File: src/rtl/main_fsm.sv
// main_fsm: multicycle RISC-V control unit.
// Sequences fetch/decode/execute/writeback for lw, sw, R-type, I-type ALU,
// beq and jal, stalling on mem_ready during memory accesses.
// Optional build macro MAIN_FSM_ILLEGAL_TRAP_EN: unknown opcodes go to a
// sticky TRAP state and the illegal_instr port is present.
// Ports:
//   clk, rst        clock, synchronous active-high reset
//   op[6:0]         opcode from the instruction register
//   zero            ALU zero flag
//   mem_ready       memory access completes this cycle
//   PCWrite, AdrSrc, MemWrite, IRWrite, ResultSrc[1:0], ALUSrcA[1:0],
//   ALUSrcB[1:0], ALUOp[1:0], RegWrite   datapath controls
//   state_o[3:0]    current state (debug)
//   illegal_instr   in TRAP (only with MAIN_FSM_ILLEGAL_TRAP_EN)
module main_fsm (
  input  logic       clk,
  input  logic       rst,
  input  logic [6:0] op,
  input  logic       zero,
  input  logic       mem_ready,
  output logic       PCWrite,
  output logic       AdrSrc,
  output logic       MemWrite,
  output logic       IRWrite,
  output logic [1:0] ResultSrc,
  output logic [1:0] ALUSrcA,
  output logic [1:0] ALUSrcB,
  output logic [1:0] ALUOp,
  output logic       RegWrite,
  output logic [3:0] state_o
`ifdef MAIN_FSM_ILLEGAL_TRAP_EN
  ,
  output logic       illegal_instr
`endif
);

  localparam logic [3:0] FETCH    = 4'd0;
  localparam logic [3:0] DECODE   = 4'd1;
  localparam logic [3:0] MEMADR   = 4'd2;
  localparam logic [3:0] MEMREAD  = 4'd3;
  localparam logic [3:0] MEMWB    = 4'd4;
  localparam logic [3:0] MEMWRITE = 4'd5;
  localparam logic [3:0] EXECUTER = 4'd6;
  localparam logic [3:0] EXECUTEI = 4'd7;
  localparam logic [3:0] ALUWB    = 4'd8;
  localparam logic [3:0] BEQ      = 4'd9;
  localparam logic [3:0] JAL      = 4'd10;
`ifdef MAIN_FSM_ILLEGAL_TRAP_EN
  localparam logic [3:0] TRAP     = 4'd11;
`endif

  localparam logic [6:0] OP_LW    = 7'b0000011;
  localparam logic [6:0] OP_SW    = 7'b0100011;
  localparam logic [6:0] OP_RTYPE = 7'b0110011;
  localparam logic [6:0] OP_ITYPE = 7'b0010011;
  localparam logic [6:0] OP_BEQ   = 7'b1100011;
  localparam logic [6:0] OP_JAL   = 7'b1101111;

  logic [3:0] state_q, state_d;
  logic       pc_update;
  logic       branch;

  // State register
  always_ff @(posedge clk) begin
    if (rst) state_q <= FETCH;
    else     state_q <= state_d;
  end

  // Next-state and control decode; everything defaults to 0 / stay
  always_comb begin
    state_d   = state_q;
    pc_update = 1'b0;
    branch    = 1'b0;
    AdrSrc    = 1'b0;
    MemWrite  = 1'b0;
    IRWrite   = 1'b0;
    ResultSrc = 2'b00;
    ALUSrcA   = 2'b00;
    ALUSrcB   = 2'b00;
    ALUOp     = 2'b00;
    RegWrite  = 1'b0;
    case (state_q)
      FETCH: begin
        ALUSrcB   = 2'b10;
        ResultSrc = 2'b10;
        IRWrite   = mem_ready;
        pc_update = mem_ready;
        if (mem_ready) state_d = DECODE;
      end
      DECODE: begin
        ALUSrcA = 2'b01;
        ALUSrcB = 2'b01;
        case (op)
          OP_LW, OP_SW: state_d = MEMADR;
          OP_RTYPE:     state_d = EXECUTER;
          OP_ITYPE:     state_d = EXECUTEI;
          OP_BEQ:       state_d = BEQ;
          OP_JAL:       state_d = JAL;
`ifdef MAIN_FSM_ILLEGAL_TRAP_EN
          default:      state_d = TRAP;
`else
          default:      state_d = FETCH;  // treat as no-op, PC already advanced
`endif
        endcase
      end
      MEMADR: begin
        ALUSrcA = 2'b10;
        ALUSrcB = 2'b01;
        state_d = (op == OP_LW) ? MEMREAD : MEMWRITE;
      end
      MEMREAD: begin
        AdrSrc = 1'b1;
        if (mem_ready) state_d = MEMWB;
      end
      MEMWB: begin
        ResultSrc = 2'b01;
        RegWrite  = 1'b1;
        state_d   = FETCH;
      end
      MEMWRITE: begin
        AdrSrc   = 1'b1;
        MemWrite = 1'b1;  // held through wait cycles
        if (mem_ready) state_d = FETCH;
      end
      EXECUTER: begin
        ALUSrcA = 2'b10;
        ALUOp   = 2'b10;
        state_d = ALUWB;
      end
      EXECUTEI: begin
        ALUSrcA = 2'b10;
        ALUSrcB = 2'b01;
        ALUOp   = 2'b10;
        state_d = ALUWB;
      end
      ALUWB: begin
        RegWrite = 1'b1;
        state_d  = FETCH;
      end
      BEQ: begin
        ALUSrcA = 2'b10;
        ALUOp   = 2'b01;
        branch  = 1'b1;
        state_d = FETCH;
      end
      JAL: begin
        ALUSrcA   = 2'b01;
        ALUSrcB   = 2'b10;
        pc_update = 1'b1;
        state_d   = ALUWB;
      end
`ifdef MAIN_FSM_ILLEGAL_TRAP_EN
      TRAP: state_d = TRAP;  // sticky until reset
`endif
      default: state_d = FETCH;  // unreachable encodings recover
    endcase
  end

  assign PCWrite = pc_update | (branch & zero);
  assign state_o = state_q;
`ifdef MAIN_FSM_ILLEGAL_TRAP_EN
  assign illegal_instr = (state_q == TRAP);
`endif

endmodule

File: config.mk
export PLATFORM = sky130hd
export DESIGN_NAME = main_fsm
export DESIGN_NICKNAME = d
export VERILOG_FILES = /design/src/rtl/main_fsm.sv
export SDC_FILE = /design/constraint.sdc
export NUM_CORES = 1
export LEC_CHECK = 0
export BUFFER_PORTS_ARGS = -buffer_cell sky130_fd_sc_hd__buf_2
export CAP_MARGIN = 10
export CORE_AREA = 10 10 47 49
export CTS_BUF_LIST = sky130_fd_sc_hd__clkbuf_4
export DETAILED_ROUTE_END_ITERATION = 12
export DIE_AREA = 0 0 57 59
export GPL_ROUTABILITY_DRIVEN = 0
export PLACE_DENSITY = 0.7
export SYNTH_ARGS = -nofsm -noshare
export SYNTH_HDL_FRONTEND = slang
export SYNTH_SLANG_ARGS = --single-unit
File: constraint.sdc
create_clock -name clk -period 3 [get_ports clk]
set_input_delay 0.45 -clock clk [delete_from_list [all_inputs] [get_ports clk]]
set_output_delay 0.45 -clock clk [all_outputs]
set_load 0.005 [all_outputs]
# [Yosys cells after proc, flatten, opt, wreduce, memory -nomap -nowiden]
# Cells that the tools add are included.
[word_totals] regBits=4 inputBits=11 out_inout_bits=17 wordCells=49
[op_classes] eq_ne=19 n_mux=16 n_bitwise=2 reduce_logical=11
[op_table] op="one-hot mux 4 bit (6 select lines)" n=1
[op_table] op="one-hot mux 4 bit (5 select lines)" n=1
[op_table] op="equality test 4 x 3 -> 1 bit (second input constant)" n=4
[op_table] op="one-hot mux 2 bit (2 select lines)" n=4
[op_table] op="equality test 7 x 6 -> 1 bit (second input constant)" n=2
[op_table] op="equality test 7 bit (second input constant)" n=2
[op_table] op="equality test 4 bit (second input constant)" n=3
[op_table] op="two-way mux 4 bit" n=3
[op_table] op="OR reduction 2 bit" n=6
[op_table] op="equality test 4 x 2 -> 1 bit (second input constant)" n=2
[op_table] op="equality test 7 x 2 -> 1 bit (second input constant)" n=1
[op_table] op="equality test 7 x 5 -> 1 bit (second input constant)" n=1
[op_table] op="!= test 2 bit (second input constant)" n=3
[op_table] op="OR reduction 3 bit" n=2
[op_table] op="two-way mux 1 bit" n=5
[op_table] op="equality test 4 x 1 -> 1 bit (second input constant)" n=1
[op_table] op="zero test 4 bit" n=1
[op_table] op="OR reduction 4 bit" n=1
[op_table] op="two-way mux 3 bit" n=1
[op_table] op="AND reduction 3 bit" n=1
[op_table] op="one-hot mux 1 bit (2 select lines)" n=1
[op_table] op="bitwise AND 1 bit" n=1
[op_table] op="bitwise OR 1 bit" n=1

# [Depth between registers and ports, before layout]
# Gate-level depths: netlist of the first run.
[depth] ltp_word=4 mapped_depth=5

# [Least setup slack after synthesis of the first run]
# Ideal clock, no wire load.
[synth_timing] kind="register to output" start="register state_q[3] (netlist: state_o[3])" end="output port RegWrite" arrival_time_ns=1.119 t_required_ns=2.550 setup_slack_ns=1.431 path_stages_with_launch=4 path_cell_list="dfxtp_1 -> clkbuf_1 -> nand2_1 -> a211oi_1"
[synth_via] elab_chain_len=3
[synth_rtl] item="from (decl)" line="59" source="logic [3:0] state_q, state_d;"
[synth_rtl] item="from (signal assigned)" line="66" source="else state_q <= state_d;"
[synth_rtl] item="equality test 4 bit or equality test 4 x 3 -> 1 bit (tied branches)" line="82" source="case (state_q)"
[synth_rtl] item="OR reduction 2 bit (no line) *"
[synth_rtl] item="two-way mux 1 bit *" line="82"
[synth_rtl] item="to (decl)" line="29" source="output logic RegWrite,"
# Mark *: on every way between the ends. The rest lies on a longest branch, timed or not.

# [Final worst setup path of the first run]
[layout_timing] start="register state_q[1] (netlist: state_o[1])" end="output port PCWrite"
[layout_via] elab_chain_len=4
[layout_rtl] item="equality test 4 bit" line="82"
[layout_rtl] item="two-way mux 1 bit" line="82"
[layout_rtl] item="bitwise AND 1 bit" line="159" source="assign PCWrite = pc_update | (branch & zero);"
[layout_rtl] item="bitwise OR 1 bit *" line="159"
[layout_rtl] item="to (decl)" line="21" source="output logic PCWrite,"
# Marked as above.

==> impl_metrics.json, run 1 <==
{
  "cts_sinks": 4,
  "dieArea_mm2": 0.00336,
  "max_freq_ghz": 0.452,
  "reg2reg_from": "state_o[0]$_SDFFE_PP0P_",
  "finClkSkew_ns": 0.000633,
  "syn_inst": 75,
  "ys_seq_elements": 4,
  "ff2ff_path_depth": 4,
  "grt_use_met3": 0.0172,
  "coreArea_mm2": 0.00140,
  "busiest_layer": "met2",
  "wl_per_cell_um": 12.8,
  "grt_util_met1": 0.0792,
  "antenna_found_initial": 0,
  "crit_end": "PCWrite",
  "power.density_mw_per_mm2": 242,
  "htreeDepth": 1,
  "clock_latency_ns": 0.23,
  "largest_register_ffs": 4,
  "dr.pass1.iters": 2,
  "start_util": 0.362,
  "drtAntennaViolNets": 0,
  "crit_path_max_fanout": 17,
  "clkTransAtPathRegs_ns": 0.03,
  "synth_nets": 86,
  "slew_headroom": 0.635,
  "cts_resized": 0,
  "ctsHoldBuffers": 0,
  "drc_errors": 0,
  "synth_seq_area_share": 0.158,
  "antennaDiodeCount": 0,
  "cts_buffer_depth": 2,
  "setup.worst_path.start": "state_o[1]$_SDFFE_PP0P_",
  "crit_arrival_ns": 1.76,
  "r2r_slack_ns": 1.21,
  "avgSynthCellArea_um2": 6.76,
  "grt_first_pass_wirelength_mm": 2.55,
  "synthArstFlopShare": 0,
  "yosysUniqueCellTypes": 34,
  "period_needed_ns": 2.21,
  "drtIter0Drc": 3,
  "syn_to_final_growth_pct": 29.6,
  "cts_setup_buffers": 0,
  "drt-total-wl_mm": 1.48,
  "die-height_um": 59,
  "yosys_warnings": 0,
  "rows": 14,
  "rsz0062_at_grt": "no",
  "io_pins": 28,
  "dp_hpwl_mm": 1.16,
  "multi_input_area_um2": 388,
  "vias": 626,
  "synth_edf_count": 0,
  "timing.final.crit_share": 0.737,
  "combinationalPowerShare": 0.237,
  "worst_pin_slew_ns": 0.547,
  "post-route-util": 0.469,
  "n_fill_cell": 168,
  "met2_usage": 0.180,
  "grt_usage": 0.0889,
  "fp.dieW_um": 57,
  "numCtsBuffers": 3,
  "tns_ns": 0,
  "grt_max_degree": 18,
  "timing.rr.end": "state_o[2]$_SDFFE_PP0P_",
  "regArea_um2": 80.1,
  "syn_area_um2": 507,
  "power.internal_mw": 0.118,
  "report.final.slew_viol_count": 0,
  "cellLeakagePower_nw": 0.268,
  "root_buffer": "clkbuf_4",
  "worstHoldPathType": "in -> reg",
  "cp-start-kind": "register",
  "setup_violations": 0,
  "ir_drop_mv": 0.189,
  "hold_violations": 0,
  "cts_tree": "yes",
  "power.share.clock": 0.399,
  "critical_path_class": "reg -> out",
  "ys.flop_type": "dfxtp_1",
  "via_per_inst": 5.40,
  "drive_gt1_frac": 0.340,
  "cap_violations": 0,
  "p_switching_mw": 0.0408,
  "worst_ep_required_time_ns": 2.55,
  "final_nets": 113,
  "status": "completed",
  "io_buffer_count": 27,
  "overflow": 0,
  "power_switching_share": 0.257,
  "seq_power_share": 0.364,
  "grt_pass1_vias": 622,
  "end_kind": "output pin"
}
## power by group through the flow
stage / combinational [mW] / clock (mW) / sequential [mW]
floorplan: 0.0238 / 0 / 0.0564
global route: 0.0432 / 0.0695 / 0.0582
global placement: 0.0377 / 0 / 0.0584
detailed placement: 0.0381 / 0 / 0.0586
finish: 0.0376 / 0.0633 / 0.0579
CTS: 0.0383 / 0.0682 / 0.0578
## how the worst min path moves through the flow
stage               start                      end  slack, ns  cells past startpoint
floorplan             rst  state_o[2]$_SDFFE_PP0P_       0.52                      1
global placement      rst  state_o[2]$_SDFFE_PP0P_       0.67                      2
detailed placement    rst  state_o[2]$_SDFFE_PP0P_       0.67                      2
CTS                   rst  state_o[2]$_SDFFE_PP0P_       0.43                      2
global route          rst  state_o[2]$_SDFFE_PP0P_       0.46                      2
finish                rst  state_o[2]$_SDFFE_PP0P_       0.43                      2
## cell type report
type / instances / area share
Timing Repair Buffer: 27 / 0.206
Inverter: 3 / 0.0171
Tap cell: 16 / 0.0305
Multi-Input combinational cell: 63 / 0.590
Sequential cell: 4 / 0.122
Clock buffer: 3 / 0.0343
## layer usage
metal | up-vias | share of wire | wire length [um]
li1 | 322 | - | -
met1 | 299 | 0.39 | 574
met2 | 5 | 0.58 | 857
met3 | 0 | 0.032 | 48
met4 | 0 | 0 | 0
met5 | - | 0 | 0
## through the flow
stage	hold WS (ns)	instance area, um2	std cells	worst slack [ns]	power [mW]
final	0.434	657	116	0.790	0.159
after global routing	0.458	657	116	0.581	0.171
after CTS	0.427	657	116	0.803	0.164
after detailed placement	0.674	634	113	1.07	0.0967
after global placement	0.671	634	113	1.12	0.0962
after floorplan	0.516	507	75	1.43	0.0802
## synthesized netlist by cell type, types with 2 or more instances
| cell type | instances | area [um2] |
|---|---|---|
| a21oi_1 | 8 | 40.0 |
| clkbuf_1 | 3 | 11.3 |
| dfxtp_1 | 4 | 80.1 |
| inv_1 | 3 | 11.3 |
| nand2_1 | 6 | 22.5 |
| nand2b_1 | 5 | 31.3 |
| nand3b_1 | 4 | 30.0 |
| nor2_1 | 11 | 41.3 |
| nor2b_1 | 2 | 12.5 |
| nor3_1 | 4 | 20.0 |
| o21ai_0 | 2 | 10.0 |
## cells by family (layout without fill, tap and decap cells)
group,count (synthesis),after routing,share of synthesized area
XOR/XNOR,1,1,0.0173
flip-flops,4,4,0.158
AND/OR/NAND/NOR,42,42,0.482
buffers and inverters,8,33,0.0765
AO/OA/AOI/OAI,20,20,0.267
## critical path, cell delays in order (launching register included)
cell	delay, ns
dfxtp_1	0.64
nand2b_1	0.41
o21ai_0	0.13
a21oi_1	0.15
nor2_1	0.05
buf_2	0.14
## cells in the final DEF, fill, tap and decap left out
cell type and n:
o211ai_1 1, nor2b_1 2, a21oi_1 8, a311oi_1 1
buf_2 27, and3_1 1, nand2b_1 5, a211oi_1 1
and2_1 1, nand3b_1 4, or2_2 1, inv_1 3
clkbuf_4 3, a2bb2oi_1 1, o21bai_1 1, a221o_1 1
a31oi_1 1, nor4_4 1, o22ai_1 1, nor3b_1 1
xnor2_1 1, nand2_1 6, a221oi_2 1, nor2_1 11
or3b_2 1, nor3_1 4, or4_1 1, nor4_1 1
or2b_1 1, nor4b_1 1, dfxtp_1 4, a21boi_0 1
o21ai_0 2
Power figures use the tool's default switching activity.
==> run 2, diff against run 1 <==
clock period = 2.09 ns   (was 3 ns; I/O delays follow)
==> impl_metrics.json, run 2 (synthesis gave the netlist of run 1 again) <==
{
  "timing.rr.end": "state_o[2]$_SDFFE_PP0P_",
  "holdPathEnd": "state_o[2]$_SDFFE_PP0P_",
  "drt-total-wl_mm": 1.58,
  "rsz0062_at_grt": "no",
  "cp_cell_sequence": "nand2b_1 -> a211oi_1 -> buf_2",
  "rows": 14,
  "hold_depth": 2,
  "max_freq_ghz": 0.555,
  "via_per_inst": 5.28,
  "mostFrequentLayoutCell": "buf_2",
  "ir_drop_mv": 0.270,
  "post-route-util": 0.479,
  "start_util": 0.362,
  "coreArea_mm2": 0.00140,
  "clkTransAtPathRegs_ns": 0.03,
  "cts_setup_buffers": 0,
  "grt_max_degree": 18,
  "hold_violations": 0,
  "report.final.slew_viol_count": 0,
  "timing.final.crit_share": 0.863,
  "die-height_um": 59,
  "cp_num_cells": 3,
  "cpPeakStageDelay_ns": 0.63,
  "grt_usage": 0.0932,
  "fp.dieW_um": 57,
  "ctsHoldBuffers": 0,
  "htreeDepth": 1,
  "hold_start": "rst",
  "final_cell_mix": "27 x buf_2, 11 x nor2_1, 8 x a21oi_1, 6 x nand2_1, 5 x nand2b_1",
  "numCtsBuffers": 3,
  "clock_latency_ns": 0.23,
  "status": "completed",
  "cap_violations": 0,
  "grt_pass1_vias": 665,
  "setup_ws_ns": 0.287,
  "io_pins": 28,
  "cellLeakagePower_nw": 0.279,
  "power.density_mw_per_mm2": 344,
  "final_nets": 115,
  "syn_to_final_growth_pct": 32.6,
  "setup_violations": 0,
  "io_buffer_count": 27,
  "largest_register_ffs": 4,
  "drtAntennaViolNets": 0,
  "drtIter0Drc": 9,
  "crit_path_max_fanout": 14,
  "worst_ep_required_time_ns": 1.78,
  "finClkSkew_ns": 0.00167,
  "tns_ns": 0,
  "cts_tree": "yes",
  "cts_sinks": 4,
  "preCtsSetupSlack_ns": 0.533,
  "r2r_slack_ns": 0.55,
  "dieArea_mm2": 0.00336,
  "worst_pin_slew_ns": 0.558,
  "ff2ff_path_depth": 4,
  "vias": 623,
  "end_kind": "output pin",
  "antenna_found_initial": 0,
  "cp.buffers_inverters": 1,
  "slew_headroom": 0.628,
  "cp-start-kind": "register",
  "grt_first_pass_wirelength_mm": 2.69,
  "dp_hpwl_mm": 1.23,
  "critical_path_class": "reg -> out",
  "crit_path_top_delay_cell": "dfxtp_1",
  "wl_per_cell_um": 13.4,
  "cp_top_family": "flip-flops",
  "cts_buffer_depth": 2,
  "reg2reg_from": "state_o[2]$_SDFFE_PP0P_",
  "drive_gt1_frac": 0.353,
  "root_buffer": "clkbuf_4",
  "drc_errors": 0,
  "overflow": 0,
  "worstHoldPathType": "in -> reg",
  "dr.pass1.iters": 3,
  "crit_arrival_ns": 1.49,
  "cts_resized": 0,
  "period_needed_ns": 1.80,
  "antennaDiodeCount": 0
}
[run 2: where the power goes]
part / leakage, nW / internal [mW] / switching [mW]
Clock: 0.0138 / 0.0639 / 0.0268
Combinational: 0.233 / 0.0289 / 0.0317
Sequential: 0.0325 / 0.0782 / 0.00151
[run 2: worst max-delay path by stage]
stage                                  from        to  slack, ns
global placement    state_o[3]$_SDFFE_PP0P_  RegWrite       0.57
detailed placement  state_o[2]$_SDFFE_PP0P_  RegWrite       0.53
floorplan           state_o[3]$_SDFFE_PP0P_  RegWrite       0.66
global route        state_o[2]$_SDFFE_PP0P_  RegWrite       0.12
finish              state_o[2]$_SDFFE_PP0P_  RegWrite       0.29
CTS                 state_o[2]$_SDFFE_PP0P_  RegWrite       0.28
[run 2: routing by layer]
metal	vias to the layer above	wire length [um]	global-route usage
li1	328	-	-
met2	5	926	0.183
met3	0	24	0.00858
met4	0	0	0.0470
met1	290	626	0.0946
met5	-	0	0
[run 2: per-stage QoR]
stage,instances,hold slack (ns),area (um2),power (mW)
after floorplan,75,0.380,507,0.115
after global placement,115,0.533,649,0.141
after global routing,118,0.319,672,0.247
after detailed placement,115,0.539,649,0.142
final,118,0.307,672,0.231
after CTS,118,0.298,672,0.239
[run 2: area by class of cell]
type	count	area [um2]
clock buffers	3	22.5
well taps	16	20.0
multi-input cells	63	388
fillers	163	729
inverters	3	11.3
flip-flops and latches	4	80.1
repair buffers	29	150
==> run 3, diff against run 2 <==
BUFFER_PORTS_ARGS = default   (was -buffer_cell sky130_fd_sc_hd__buf_2)
DONT_BUFFER_PORTS = 1   (was default)
PLACE_DENSITY = default   (was 0.7)
==> impl_metrics.json, run 3 (synthesis gave the netlist of run 1 again) <==
{
  "period_needed_ns": 1.84,
  "fp.dieW_um": 57,
  "finClkSkew_ns": 0.0115,
  "final_area_um2": 537,
  "multi_input_area_um2": 388,
  "reg2reg_from": "state_o[2]$_SDFFE_PP0P_",
  "ctsHoldBuffers": 0,
  "antenna_found_initial": 0,
  "cts_tree": "yes",
  "rows": 14,
  "setup.worst_path.start": "state_o[2]$_SDFFE_PP0P_",
  "worstHoldPathType": "in -> reg",
  "crit_path_max_fanout": 14,
  "power.density_mw_per_mm2": 410,
  "mostFrequentLayoutCell": "nor2_1",
  "slew_headroom": 0.595,
  "hold_violations": 0,
  "final_cell_mix": "11 x nor2_1, 8 x a21oi_1, 6 x nand2_1, 5 x nand2b_1",
  "worst_ep_required_time_ns": 1.78,
  "clock_latency_ns": 0.25,
  "drt-total-wl_mm": 1.49,
  "dp_hpwl_mm": 1.16,
  "tns_ns": 0,
  "critical_path_class": "reg -> out",
  "max_freq_ghz": 0.543,
  "r2r_slack_ns": 0.47,
  "syn_to_final_growth_pct": 5.93,
  "dr.pass1.iters": 4,
  "io_buffer_count": 0,
  "crit_end": "RegWrite",
  "cts_buffer_depth": 2,
  "start_util": 0.362,
  "largest_register_ffs": 4,
  "grt_usage": 0.0868,
  "htreeDepth": 1,
  "grt_pass1_vias": 504,
  "final_nets": 88,
  "cellLeakagePower_nw": 0.154,
  "status": "completed",
  "n_fill_cell": 163,
  "timing.rr.end": "state_o[2]$_SDFFE_PP0P_",
  "cp-start-kind": "register",
  "antennaDiodeCount": 0,
  "overflow": 0,
  "via_per_inst": 5.89,
  "cts_sinks": 4,
  "root_buffer": "clkbuf_4",
  "grt_max_degree": 18,
  "drtIter0Drc": 22,
  "die-height_um": 59,
  "wl_per_cell_um": 16.3,
  "ff2ff_path_depth": 4,
  "worst_pin_slew_ns": 0.606,
  "crit_arrival_ns": 1.53,
  "clkTransAtPathRegs_ns": 0.04,
  "placed_cell_area_um2": 514,
  "ir_drop_mv": 0.341,
  "numCtsBuffers": 3,
  "dieArea_mm2": 0.00336,
  "vias": 536,
  "report.final.slew_viol_count": 0,
  "io_pins": 28,
  "end_kind": "output pin",
  "timing.final.crit_share": 0.881,
  "rsz0062_at_grt": "no",
  "cap_violations": 0,
  "cts_resized": 0,
  "setup_violations": 0,
  "drive_gt1_frac": 0.120,
  "regArea_um2": 80.1,
  "cts_setup_buffers": 0,
  "drc_errors": 0,
  "grt_first_pass_wirelength_mm": 2.43,
  "coreArea_mm2": 0.00140,
  "drtAntennaViolNets": 0
}
-- run 3: changes by cell type in the layout (fill, tap and decap cells not counted) --
cell / delta
buf_2: -27
-- run 3: area by class of cell --
cell class              count  area share
repair buffers              2      0.0280
inverters                   3      0.0210
flip-flops and latches      4       0.149
clock buffers               3      0.0420
multi-input cells          63       0.723
well taps                  16      0.0373
-- run 3: metrics by stage --
stage	instances	utilization	power, mW	setup slack [ns]	hold WS [ns]
floorplan	75	-	0.115	0.658	0.380
global placement	88	0.367	0.120	0.497	0.381
detailed placement	88	0.367	0.120	0.472	0.383
CTS	91	0.383	0.222	0.233	0.124
global route	91	0.383	0.230	0.104	0.126
finish	91	0.383	0.220	0.250	0.128
-- run 3: critical path, cell delays in order, from the launching register on --
cell and delay, ns:
dfxtp_1 0.67, nand2b_1 0.27, a211oi_1 0.34
-- run 3: per-layer routing --
layer | up-vias | part of all wire | track usage | routed length, um
met1 | 249 | 0.37 | 0.0876 | 555
li1 | 272 | - | - | -
met3 | 2 | 0.077 | 0.0408 | 115
met5 | - | 0 | 0 | 0
met4 | 0 | 0.0054 | 0.0369 | 8
met2 | 13 | 0.54 | 0.150 | 808
-- run 3: how the worst min path moves through the flow --
stage / from / endpoint / slack (ns) / cells past startpoint
after floorplan: rst / state_o[2]$_SDFFE_PP0P_ / 0.38 / 1
after global placement: rst / state_o[2]$_SDFFE_PP0P_ / 0.38 / 1
after detailed placement: rst / state_o[2]$_SDFFE_PP0P_ / 0.38 / 1
after CTS: rst / state_o[2]$_SDFFE_PP0P_ / 0.12 / 1
after global routing: rst / state_o[2]$_SDFFE_PP0P_ / 0.13 / 1
final: rst / state_o[2]$_SDFFE_PP0P_ / 0.13 / 1
-- run 3: where the power goes --
| part | total [mW] | internal [mW] | switching, mW |
|---|---|---|---|
| Clock | 0.101 | 0.0645 | 0.0364 |
| Combinational | 0.0376 | 0.0168 | 0.0208 |
| Sequential | 0.0814 | 0.0780 | 0.00333 |
